[config.mk]
export PLATFORM = sky130hd
export DESIGN_NAME = reg_load_arbiter
export DESIGN_NICKNAME = d
export VERILOG_FILES = /design/src/rtl/reg_load_arbiter_pkg.sv /design/src/rtl/reg_load_arbiter_rr_picker.sv /design/src/rtl/reg_load_arbiter.sv
export SDC_FILE = /design/constraint.sdc
export NUM_CORES = 1
export LEC_CHECK = 0
export ABC_AREA = 0
export CAP_MARGIN = 40
export CORE_ASPECT_RATIO = 0.7
export CORE_UTILIZATION = 40
export CTS_BUF_LIST = sky130_fd_sc_hd__clkbuf_8
export DETAILED_ROUTE_END_ITERATION = 10
export PLACE_DENSITY = 0.79
export SKIP_LAST_GASP = 1
export SYNTH_ARGS = -nofsm -noshare
export SYNTH_HDL_FRONTEND = slang
export SYNTH_HIERARCHICAL = 1
export SYNTH_SLANG_ARGS = --single-unit
[constraint.sdc]
create_clock -name clk -period 2.48 [get_ports clk]
set_input_delay 0.496 -clock clk [delete_from_list [all_inputs] [get_ports clk]]
set_output_delay 0.496 -clock clk [all_outputs]
set_load 0.05 [all_outputs]
[src/rtl/reg_load_arbiter_pkg.sv]
// Shared definitions for reg_load_arbiter: requester count, owner index width,
// FSM state encoding and a one-hot grant helper.
package reg_load_arbiter_pkg;

   localparam int NREQ    = 4;
   localparam int OWNER_W = 2;

   typedef enum logic {
      ST_IDLE = 1'b0,
      ST_BUSY = 1'b1
   } state_t;

   function automatic logic [NREQ-1:0] onehot(input logic [OWNER_W-1:0] idx);
      logic [NREQ-1:0] v;
      v      = '0;
      v[idx] = 1'b1;
      return v;
   endfunction

endpackage

[src/rtl/reg_load_arbiter_rr_picker.sv]
// Round-robin picker: first requester at or after rr_ptr, wrapping modulo NREQ.
// Latency: purely combinational. Backpressure: none, it only reports found/winner.
module reg_load_arbiter_rr_picker
   import reg_load_arbiter_pkg::*;
(
   input  logic [NREQ-1:0]    req,
   input  logic [OWNER_W-1:0] rr_ptr,
   output logic               found,
   output logic [OWNER_W-1:0] winner
);

   logic [OWNER_W-1:0] idx;

   // Scan from the farthest offset down so the nearest requester is written last and wins.
   always_comb begin
      found  = 1'b0;
      winner = '0;
      idx    = '0;
      for (int k = NREQ - 1; k >= 0; k--) begin
         idx = rr_ptr + OWNER_W'(k);
         if (req[idx]) begin
            found  = 1'b1;
            winner = idx;
         end
      end
   end

endmodule

[src/rtl/reg_load_arbiter.sv]
// Shares one N-bit register among 4 requesters, round-robin with optional locked bursts.
// Latency: req sampled at an edge loads q/gnt at that same edge. Backpressure: losers and
// non-owners simply hold req; BURST_LIMIT_EN caps a locked burst at MAX_BURST loads.
module reg_load_arbiter
   import reg_load_arbiter_pkg::*;
#(
   parameter int N = 8
`ifdef BURST_LIMIT_EN
   , parameter int MAX_BURST = 4
   , parameter int CNT_W     = 3
`endif
) (
   input  logic                clk,
   input  logic                clr_n,
   input  logic [NREQ-1:0]     req,
   input  logic [NREQ-1:0]     lock,
   input  logic [NREQ*N-1:0]   d_in,
   output logic [NREQ-1:0]     gnt,
   output logic [N-1:0]        q,
   output logic [OWNER_W-1:0]  owner,
   output logic                q_valid
);

   state_t             state_q,   state_d;
   logic [OWNER_W-1:0] rr_ptr_q,  rr_ptr_d;
   logic [N-1:0]       q_q,       q_d;
   logic [OWNER_W-1:0] owner_q,   owner_d;
   logic [NREQ-1:0]    gnt_q,     gnt_d;
   logic               q_valid_q, q_valid_d;

   logic               found;
   logic [OWNER_W-1:0] winner;
   logic [OWNER_W-1:0] sel_idx;
   logic [N-1:0]       sel_dat;
   logic               burst_hit;

`ifdef BURST_LIMIT_EN
   logic [CNT_W-1:0]   burst_cnt_q, burst_cnt_d;
   assign burst_hit = (burst_cnt_q == CNT_W'(MAX_BURST));
`else
   assign burst_hit = 1'b0;
`endif

   reg_load_arbiter_rr_picker u_picker (
      .req    (req),
      .rr_ptr (rr_ptr_q),
      .found  (found),
      .winner (winner)
   );

   // In BUSY the owner's slice is reloaded; otherwise the fresh arbitration winner's slice.
   assign sel_idx = (state_q == ST_BUSY) ? owner_q : winner;
   assign sel_dat = d_in[int'(sel_idx) * N +: N];

   always_comb begin
      state_d   = state_q;
      rr_ptr_d  = rr_ptr_q;
      q_d       = q_q;
      owner_d   = owner_q;
      gnt_d     = '0;
      q_valid_d = q_valid_q;
`ifdef BURST_LIMIT_EN
      burst_cnt_d = burst_cnt_q;
`endif
      case (state_q)
         ST_IDLE: begin
            if (found) begin
               q_d       = sel_dat;
               owner_d   = winner;
               gnt_d     = onehot(winner);
               q_valid_d = 1'b1;
               rr_ptr_d  = winner + OWNER_W'(1);
`ifdef BURST_LIMIT_EN
               burst_cnt_d = CNT_W'(1);
`endif
               if (lock[winner]) begin
                  state_d = ST_BUSY;
               end
            end
         end
         ST_BUSY: begin
            // Leaving BUSY costs one edge with no load so the others see a clean re-arbitration.
            if (req[owner_q] && lock[owner_q] && !burst_hit) begin
               q_d   = sel_dat;
               gnt_d = onehot(owner_q);
`ifdef BURST_LIMIT_EN
               burst_cnt_d = burst_cnt_q + CNT_W'(1);
`endif
            end else begin
               state_d = ST_IDLE;
            end
         end
         default: state_d = ST_IDLE;
      endcase
   end

   always_ff @(posedge clk or negedge clr_n) begin
      if (!clr_n) begin
         state_q   <= ST_IDLE;
         rr_ptr_q  <= '0;
         q_q       <= '0;
         owner_q   <= '0;
         gnt_q     <= '0;
         q_valid_q <= 1'b0;
`ifdef BURST_LIMIT_EN
         burst_cnt_q <= '0;
`endif
      end else begin
         state_q   <= state_d;
         rr_ptr_q  <= rr_ptr_d;
         q_q       <= q_d;
         owner_q   <= owner_d;
         gnt_q     <= gnt_d;
         q_valid_q <= q_valid_d;
`ifdef BURST_LIMIT_EN
         burst_cnt_q <= burst_cnt_d;
`endif
      end
   end

   assign gnt     = gnt_q;
   assign q       = q_q;
   assign owner   = owner_q;
   assign q_valid = q_valid_q;

endmodule
==> out/summary.txt <==
Synthesized Nets - 133
main area contributors after synthesis - dfrtp_1 (41%), mux4_2 (19%), mux2_2 (8.3%)
ys flop type - dfrtp_1
clock-pin slew on the worst setup and hold paths - 0.06 ns
final instance area - 1830 um2
Peak VDD IR - 0.000730 V
power per cell area - 1260 nW/um2
nets@finish - 205
number of global-route vias before repair - 1007
initial antenna violation count - 0
crit start category - input pin
worst skew pair latency - 0.26 ns
placed inst area - 1790 um2
ANT nets after route - 0
first-pass GRT wire length - 4750 um
DR pass1 iterations - 4
DP Wirelength - 2590 um
Synth Area in Adders - 4.61%
Worst Max-Slew Pin Slew - 0.511 ns
initial core utilization - 43.2%
number of synthesized register bits - 18
Fmax - 428 MHz
Slew HR - 65.8%
final WL - 3090 um
FP Rows - 15
CTS sink cnt - 18
status - complete, no violations
Synth area leader - dfrtp_1
Die X-Extent - 64.3 um
clock tree from TritonCTS - yes
Post-synth top cells - dfrtp_1 (18), nand2_1 (10), mux4_2 (9)
post-CTS setup buffer count - 0
fraction of layout cells with a size suffix above 1 - 23.6%
Crit Path Class - in -> reg
Maximum Capacitance Violations - 0
DRC Markers - 0
Core ar. - 2510 um2
Root Driver - clkbuf_8
post-synthesis compound-gate area fraction - 9.10%
asr flop ratio synth - 100%
area of the die - 2930 um2
Tot Pwr - 2300 uW
dpl cells - 188
Worst Setup End Kind - flip-flop
Global Route Usage Sum - 22.3%
final hold vios - 0
Critical Path AT - 2.48 ns
die height - 45.6 um
Slew Viols, Final - 0
via count - 1000
post-synthesis cell area - 1090 um2
post-synthesis sequential area ratio - 41.5%
I/O pin count - 57
Post-synth EDFFs - 0
Final GP Congestion - 0.891
Syn Area/Cell - 12.5 um2
htree depth - 1
XOR/XNOR Fraction of Synth Area - 0%
Synth cell types - 27
worst-path fanout max - 4
Syn Inst Count - 87
worst hold path type - reg -> reg
Final Critical Period - 2.34 ns
P_leak - 0.000763 uW
# diodes - 0
final core utilization - 72.8%
wire per inst - 16.2 um
mux contribution to synthesized area - 28.8%
RSZ-0062 raised after global routing - no
# port buffers - 56
grt ovf - 0
simple-gate share of the synthesized area - 13.5%
cell with the most instances after synthesis - dfrtp_1
share of the synthesized area in the top cell type - 41.5%
TritonCTS Buffers - 3
starting DRC count in detailed routing - 61
final setup vio count - 0
non-filler instance count after layout - 191
Setup Skew - 0.00159 ns
Syn-to-layout area delta - 68.5%
Fillers - 189
largest family of logic cells by synthesized area - multiplexers
worst path required time - 2.62 ns
CTS Buffer Depth - 2
drt via density - 5.24
pin count of the biggest net entering global routing - 19
WHS - 0.479 ns
Tcrit/Tclk final - 94.2%
synth warn - 6
-- sequential cells by signal, summed over array words and instances, names as in the netlist --
signal / flops
state_q: 1
gnt: 4
rr_ptr_q: 2
q_valid: 1
owner: 2
q: 8
-- per-layer routing --
metal	up-vias	part of all wire (%)	track usage, %
met5	-	0	0
met3	4	3.1	3.75
li1	470	-	-
met1	500	42	27.3
met2	26	54	40.4
met4	0	1.3	8.89
-- cell families (layout without fill, tap and decap cells) --
logic type,after synthesis,after routing
flops,18,18
mux,19,19
fa+ha+maj,4,4
simple gates,27,27
compound gates,14,14
buf+inv,5,75
-- worst max-delay path, stage by stage --
cell and delay, ns:
clkdlybuf4s50_1 0.51, nand2b_1 0.08, a21oi_1 0.17, a211oi_2 0.06
inv_1 0.10, o21a_1 0.13, buf_4 0.15, mux4_2 0.50
mux2_2 0.28
-- report_power, final --
part	total [uW]	internal, uW	switching [uW]
Sequential	531	434	97.6
Combinational	1570	736	830
Clock	205	108	96.4
Total	2300	1280	1020
-- layout make-up --
type | instances | area (um2) | area share, %
clock buffers | 3 | 41.3 | 2.26
inverters | 2 | 7.51 | 0.410
well taps | 34 | 42.5 | 2.32
multi-input cells | 64 | 608 | 33.2
repair buffers | 70 | 681 | 37.2
flip-flops and latches | 18 | 450 | 24.6
-- worst paths after layout --
path	startpoint	endpoint	slack, ns	depth (start not counted)
min in group asynchronous	clr_n	q[3]$_DFFE_PN0P_	0.57	2
worst max-delay path	req[2]	q[2]$_DFFE_PN0P_	0.14	9
worst max register to register	rr_ptr_q[1]$_DFFE_PN0P_	q[2]$_DFFE_PN0P_	0.35	8
max in group asynchronous	clr_n	rr_ptr_q[0]$_DFFE_PN0P_	1.72	2
worst min-delay path	q_valid$_DFFE_PN0P_	q_valid$_DFFE_PN0P_	0.48	1
worst min register to register	q_valid$_DFFE_PN0P_	q_valid$_DFFE_PN0P_	0.48	1
-- metrics by stage --
step | setup WS (ns) | TNS (ns)
6_report | 0.143 | 0
5_1_grt | 0.0426 | 0
4_1_cts | 0.0761 | 0
3_5_place_dp | -0.193 | -1.38
3_3_place_gp | -0.123 | -0.818
2_1_floorplan | 0.305 | 0
-- layout by cell type (no fill, tap or decap) --
cell type         n
ha_1              4
a22o_1            2
mux2i_1           2
nand2_1          10
nor3_4            1
nand2_2           1
or2b_1            1
a211o_1           1
nor3b_1           1
dfrtp_1          18
nand3_1           2
nand2b_1          4
nand3b_1          2
a211oi_1          1
mux2_2            8
mux4_2            9
o21a_1            1
inv_1             2
buf_12            1
nor2b_1           1
a211oi_2          1
clkdlybuf4s50_1  55
nor2_1            4
clkbuf_8          3
dlymetal6s2s_1    1
buf_4            13
o21ai_0           3
a21oi_1           3
o31ai_1           2
-- what timing repair did --
action,4_1_cts,5_1_grt
resized for setup,0,1
hold buffers,0,0
setup endpoints to repair,0,8
Note: power is estimated with default switching activity, not from simulation.
